--- src/rtl/lzw_dict_pkg.sv ---
// Shared LZW dictionary definitions.
// Field layout of the sync word, code range and the forward FSM states.
package lzw_dict_pkg;

  localparam int CODE_W = 14;
  localparam int CHAR_W = 8;
  localparam int SYNC_W = 1 + CODE_W + CHAR_W;
  localparam int SYNC_VALID_BIT = SYNC_W - 1;

  localparam logic [CODE_W-1:0] FIRST_CODE = 14'h100;
  localparam logic [CODE_W-1:0] LAST_CODE  = 14'h3FFF;

  typedef enum logic [1:0] {
    ST_ADD   = 2'd0,
    ST_FULL  = 2'd1,
    ST_CLEAR = 2'd2
  } dict_state_e;

endpackage

--- src/rtl/lzw_stat_cnt.sv ---
// Saturating statistic counter.
// Synchronous clear has priority over increment.
module lzw_stat_cnt #(
  parameter int W = 16
) (
  input  logic         i_clk,
  input  logic         i_rst,
  input  logic         i_clr,
  input  logic         i_inc,
  output logic [W-1:0] o_cnt
);

  logic [W-1:0] r_cnt;

  // count events, stick at all-ones
  always_ff @(posedge i_clk or posedge i_rst) begin
    if (i_rst) begin
      r_cnt <= '0;
    end else if (i_clr) begin
      r_cnt <= '0;
    end else if (i_inc && (r_cnt != {W{1'b1}})) begin
      r_cnt <= r_cnt + 1'b1;
    end
  end

  assign o_cnt = r_cnt;

endmodule

--- src/rtl/lzw_forward_dictionary_sync.sv ---
// Forward-side dictionary sync generator.
// Allocates codes, mirrors entries to the backward dictionary, clears on restart.
module lzw_forward_dictionary_sync #(
  parameter int CODE_W = lzw_dict_pkg::CODE_W,
  parameter int CHAR_W = lzw_dict_pkg::CHAR_W,
  parameter logic [CODE_W-1:0] FIRST_CODE = lzw_dict_pkg::FIRST_CODE,
  parameter logic [CODE_W-1:0] LAST_CODE  = lzw_dict_pkg::LAST_CODE
) (
  input  logic                     I_sys_clk,
  input  logic                     I_sys_rst,
  input  logic                     I_state_clr,
  input  logic                     I_entry_valid,
  input  logic [CODE_W-1:0]        I_entry_prefix,
  input  logic [CHAR_W-1:0]        I_entry_char,
  output logic                     O_entry_ready,
  input  logic                     I_dict_reset,
  output logic [CODE_W+CHAR_W:0]   O_dictionary_sync_data,
  output logic [CODE_W-1:0]        O_dictionary_sync_addr,
  output logic                     O_dictionary_sync_wren,
  output logic [CODE_W-1:0]        O_next_code,
  output logic                     O_dict_full,
  output logic [31:0]              O_entry_cnt,
  output logic [15:0]              O_clear_cnt,
  output logic [15:0]              O_err_cnt
);

  import lzw_dict_pkg::*;

  localparam int SW = CODE_W + CHAR_W + 1;

  dict_state_e       r_state;
  logic [CODE_W-1:0] r_next_code;
  logic [CODE_W-1:0] r_clr_addr;
  logic [CODE_W-1:0] r_sync_addr;
  logic [SW-1:0]     r_sync_data;
  logic              r_sync_wren;
  logic              r_full;

  logic w_accept;
  logic w_legal;
  logic w_illegal;
  logic w_at_last;
  logic w_clr_done;

  assign w_accept   = I_entry_valid & (r_state == ST_ADD);
  assign w_legal    = w_accept & (I_entry_prefix < r_next_code);
  assign w_illegal  = w_accept & ~(I_entry_prefix < r_next_code);
  assign w_at_last  = (r_next_code == LAST_CODE);
  assign w_clr_done = (r_state == ST_CLEAR) & (r_clr_addr == LAST_CODE);

  // allocation, full detection and clear sweep
  always_ff @(posedge I_sys_clk or posedge I_sys_rst) begin
    if (I_sys_rst) begin
      r_state     <= ST_ADD;
      r_next_code <= FIRST_CODE;
      r_clr_addr  <= FIRST_CODE;
      r_sync_addr <= '0;
      r_sync_data <= '0;
      r_sync_wren <= 1'b0;
      r_full      <= 1'b0;
    end else begin
      r_sync_wren <= 1'b0;
      unique case (r_state)
        ST_ADD: begin
          if (w_legal) begin
            r_sync_wren <= 1'b1;
            r_sync_addr <= r_next_code;
            r_sync_data <= {1'b1, I_entry_prefix, I_entry_char};
            if (w_at_last) begin
              r_full  <= 1'b1;
              r_state <= ST_FULL;
            end else begin
              r_next_code <= r_next_code + 1'b1;
            end
          end
          // restart wins over the full transition; sweep follows the write
          if (I_dict_reset) begin
            r_state    <= ST_CLEAR;
            r_clr_addr <= FIRST_CODE;
          end
        end
        ST_FULL: begin
          if (I_dict_reset) begin
            r_state    <= ST_CLEAR;
            r_clr_addr <= FIRST_CODE;
          end
        end
        ST_CLEAR: begin
          r_sync_wren <= 1'b1;
          r_sync_addr <= r_clr_addr;
          r_sync_data <= '0;
          if (r_clr_addr == LAST_CODE) begin
            r_next_code <= FIRST_CODE;
            r_full      <= 1'b0;
            r_state     <= ST_ADD;
          end else begin
            r_clr_addr <= r_clr_addr + 1'b1;
          end
        end
        default: begin
          r_state <= ST_ADD;
        end
      endcase
    end
  end

  lzw_stat_cnt #(.W(32)) u_entry_cnt (
    .i_clk (I_sys_clk),
    .i_rst (I_sys_rst),
    .i_clr (I_state_clr),
    .i_inc (w_legal),
    .o_cnt (O_entry_cnt)
  );

  lzw_stat_cnt #(.W(16)) u_clear_cnt (
    .i_clk (I_sys_clk),
    .i_rst (I_sys_rst),
    .i_clr (I_state_clr),
    .i_inc (w_clr_done),
    .o_cnt (O_clear_cnt)
  );

  lzw_stat_cnt #(.W(16)) u_err_cnt (
    .i_clk (I_sys_clk),
    .i_rst (I_sys_rst),
    .i_clr (I_state_clr),
    .i_inc (w_illegal),
    .o_cnt (O_err_cnt)
  );

  assign O_entry_ready          = (r_state == ST_ADD);
  assign O_dict_full            = r_full;
  assign O_next_code            = r_next_code;
  assign O_dictionary_sync_addr = r_sync_addr;
  assign O_dictionary_sync_data = r_sync_data;
  assign O_dictionary_sync_wren = r_sync_wren;

endmodule

--- config.mk ---
export PLATFORM = sky130hd
export DESIGN_NAME = lzw_forward_dictionary_sync
export DESIGN_NICKNAME = d
export VERILOG_FILES = /design/src/rtl/lzw_dict_pkg.sv /design/src/rtl/lzw_stat_cnt.sv /design/src/rtl/lzw_forward_dictionary_sync.sv
export SDC_FILE = /design/constraint.sdc
export NUM_CORES = 1
export LEC_CHECK = 0
export BUFFER_PORTS_ARGS = -buffer_cell sky130_fd_sc_hd__clkbuf_2
export CAP_MARGIN = 10
export CORE_MARGIN = 1
export CORE_UTILIZATION = 50
export DETAILED_ROUTE_END_ITERATION = 8
export PLACE_DENSITY = 0.84
export SYNTH_ARGS = -nofsm -noshare
export SYNTH_HDL_FRONTEND = slang
export SYNTH_SLANG_ARGS = --single-unit
--- constraint.sdc ---
create_clock -name I_sys_clk -period 4.2 [get_ports I_sys_clk]
set_clock_uncertainty 0.1 [all_clocks]
set_input_delay 0.84 -clock I_sys_clk [delete_from_list [all_inputs] [get_ports I_sys_clk]]
set_output_delay 0.84 -clock I_sys_clk [all_outputs]
set_load 0.01 [all_outputs]
==> results.toml <==
[outcome]
status = "completed"

[sta]
clock.fmax_ghz = 0.334
holdWs_ns = 0.396
rsz0062_at_grt = "false"
setup_viol = 0
drv_slew = 0
final.period_utilization_pct = 71.3
final_hold_viol_count = 0
worstMarginPinSlew_ns = 1.01
max_slew_margin_pct = 32.7
timing.final.crit_period_ns = 3.00
finalSetupTns_ns = 0

[cts]
clk_pin_slew_ns = 0.06
cts_buffer_depth = 2
cts.sinks = 133
cts_tree = "yes"
ctsResizeCount = 0
postCtsSetupBuffers = 0
clock-root-buffer = "clkbuf_16"
ctsHoldBuffers = 0
h-tree-depth = 4
numCtsBuffers = 17
clock_latency_ns = 0.42

[floorplan]
die_area_sq_um = 14200
start_util_pct = 51.6
rows = 42
pin_count = 145
core_sq_um = 13300
die_w_um = 119
die_h_um = 119

[worst_setup_path]
required_ns = 4.42
worstSetupPathType = "reg -> reg"
path_max_fanout = 12
critical_path_arrival_ns = 3.22
rrSetupSlack_ns = 1.20
cp-end-kind = "flop"
start_kind = "flop"

[synthesis]
synth_edf_count = 0
syn_inst = 774
synth_warnings = 0
synth_flop_cell = "dfrtp_1"
ys_ff_latch = 133
yosysSeqAreaShare_pct = 48.4
syn-num-nets = 819
syn_avg_cell_area_sq_um = 8.90
async_flop_share_pct = 100
synth_cell_types = 48
syn-cell-area_sq_um = 6890

[worst_hold_path]
hp-class = "reg -> reg"

[route]
drtAntennaViolNets = 0
wl_per_cell_um = 15.7
vias_per_cell = 5.72
drc_errors = 0
first_pass_iters = 7
dr_total_vias = 6283
wirelength_um = 17300
drt_iter0_markers = 439

[grt]
grt_overflow_total = 0
grt_pass1_wl_um = 28700
grt_usage_pct = 25.5
grt_max_degree = 71
antenna_found_initial = 0
grt_pass1_vias = 5847

[cells_and_area]
post-route-util_pct = 62.1
syn_to_final_growth_pct = 20.4
final_cell_count_no_fill = 1099
nNetsFinal = 955
layout-drive-gt1-share_pct = 21.3
diodes = 0

[placement]
dp.cells = 1067
io_buffers = 144
hpwl_um = 12200
gp_congestion = 0.883

[power_and_ir_drop]
ir_worst_vdd_uv = 292
p_per_area_nw_per_um2 = 417
p_leak_nw = 3.72

[flow_run]
max_cap_viol_count = 0
-- kinds of logic (layout without fill, tap and decap cells) --
family / count (synthesis) / count (layout) / share of synthesized area (%)
and+or+nand+nor: 370 / 370 / 26.0
AOI/OAI and AO/OA: 152 / 152 / 13.1
DFF: 133 / 133 / 48.4
buffers and inverters: 58 / 207 / 3.51
xor gates and xnor gates: 35 / 35 / 4.45
adders and majority gates: 18 / 18 / 3.27
muxes: 8 / 8 / 1.27
-- worst paths after layout --
| check | from | endpoint | cells after the start |
|---|---|---|---|
| min in group asynchronous | I_sys_rst | u_err_cnt.o_cnt[3]$_DFFE_PP0P_ | 2 |
| max in group asynchronous | I_sys_rst | r_clr_addr[8]$_DFFE_PP1P_ | 3 |
| setup reg to reg | O_next_code[0]$_DFFE_PP0P_ | O_next_code[4]$_DFFE_PP0P_ | 8 |
| hold reg to reg | O_dictionary_sync_data[22]$_DFFE_PP0P_ | O_dictionary_sync_data[22]$_DFFE_PP0P_ | 2 |
| setup / recovery | O_next_code[0]$_DFFE_PP0P_ | O_next_code[4]$_DFFE_PP0P_ | 8 |
| hold / removal | O_dictionary_sync_data[22]$_DFFE_PP0P_ | O_dictionary_sync_data[22]$_DFFE_PP0P_ | 2 |
-- sequential cells by signal (all words and copies together) (netlist names) --
signal                  count
u_clear_cnt.o_cnt          16
r_clr_addr                 14
O_next_code                14
O_dictionary_sync_wren      1
O_dictionary_sync_addr     14
u_err_cnt.o_cnt            16
r_state                     2
O_dictionary_sync_data     23
O_dict_full                 1
u_entry_cnt.o_cnt          32
-- metal layers --
| layer | global-route usage [%] | part of all wire [%] |
|---|---|---|
| met5 | 0 | 0 |
| met4 | 12.1 | 2.4 |
| met3 | 7.04 | 6.6 |
| met2 | 38.5 | 46 |
| met1 | 34.0 | 45 |
-- worst max-delay path, stage by stage, from the launching register on --
cell	delay, ns
dfrtp_1	0.49
ha_1	0.26
and3_1	0.21
nand3_1	0.16
nor4_2	0.50
nor4_1	0.14
a21oi_1	0.73
o21ai_0	0.21
o31ai_1	0.10
-- area by class of cell --
type / count / area [sq um]
fill: 1214 / 5060
sequential: 133 / 3330
multi-input combinational: 583 / 3320
timing repair buffer: 151 / 798
clock buffer: 27 / 503
tap: 176 / 220
inverter: 24 / 93.8
clock inverter: 5 / 25.0
-- power by group --
group / leakage, nW / internal (mW) / switching [mW]
logic: 1.65 / 0.219 / 0.355
registers: 1.80 / 1.41 / 0.145
clock network: 0.265 / 0.812 / 0.522
total: 3.72 / 2.44 / 1.02
-- Yosys cell counts (2+ instances only) --
| cell | instances | area share (%) |
|---|---|---|
| xnor2_1 | 13 | 1.7 |
| o31ai_1 | 11 | 1.2 |
| o21a_1 | 2 | 0.22 |
| nor2b_1 | 8 | 0.73 |
| a211o_1 | 3 | 0.38 |
| a311oi_1 | 2 | 0.25 |
| o21ai_0 | 57 | 4.1 |
| nor2_1 | 79 | 4.3 |
| or4_1 | 9 | 0.98 |
| ha_1 | 18 | 3.3 |
| a22o_1 | 2 | 0.25 |
| and4_1 | 4 | 0.51 |
| nor4_1 | 8 | 0.73 |
| a31oi_1 | 14 | 1.3 |
| a21oi_1 | 47 | 3.4 |
| dfrtp_1 | 131 | 48 |
| nand2_1 | 113 | 6.2 |
| mux2_2 | 6 | 0.98 |
| nand2b_1 | 4 | 0.36 |
| buf_4 | 2 | 0.22 |
| inv_1 | 24 | 1.3 |
| nor3_1 | 13 | 0.94 |
| and3_1 | 14 | 1.3 |
| nand3_1 | 55 | 4.0 |
| or2_2 | 3 | 0.27 |
| nand4_1 | 24 | 2.2 |
| dfstp_2 | 2 | 0.76 |
| a41oi_1 | 2 | 0.25 |
| or3_1 | 28 | 2.5 |
| buf_2 | 13 | 0.94 |
| a21o_1 | 2 | 0.22 |
| mux2i_1 | 2 | 0.29 |
| clkbuf_1 | 18 | 0.98 |
| xor2_1 | 22 | 2.8 |
| a211oi_1 | 2 | 0.22 |
| and2_1 | 5 | 0.45 |
-- per-stage QoR --
stage	area, sq um	power (mW)	worst slack [ns]
after floorplan	6890	1.91	1.45
after global routing	8290	3.64	0.979
after global placement	7760	2.12	0.975
after detailed placement	7760	2.14	0.867
final	8290	3.46	1.20
after CTS	8290	3.48	1.24
-- placed cells by master, fill, tap and decap left out, types with 3 or more instances in the layout --
| cell | count |
|---|---|
| a211o_1 | 3 |
| a21oi_1 | 47 |
| a31oi_1 | 14 |
| and2_1 | 4 |
| and3_1 | 14 |
| and4_1 | 4 |
| buf_4 | 5 |
| clkbuf_1 | 6 |
| clkbuf_16 | 17 |
| clkbuf_2 | 144 |
| clkbuf_8 | 4 |
| clkinv_2 | 5 |
| dfrtp_1 | 131 |
| ha_1 | 18 |
| inv_1 | 23 |
| mux2_2 | 6 |
| nand2_1 | 113 |
| nand2b_1 | 3 |
| nand3_1 | 55 |
| nand4_1 | 24 |
| nor2_1 | 79 |
| nor2b_1 | 8 |
| nor3_1 | 13 |
| nor4_1 | 8 |
| o21ai_0 | 57 |
| o31ai_1 | 11 |
| or2_2 | 3 |
| or3_1 | 28 |
| or4_1 | 9 |
| xnor2_1 | 13 |
| xor2_1 | 22 |
(Power assumes the default switching activity.)
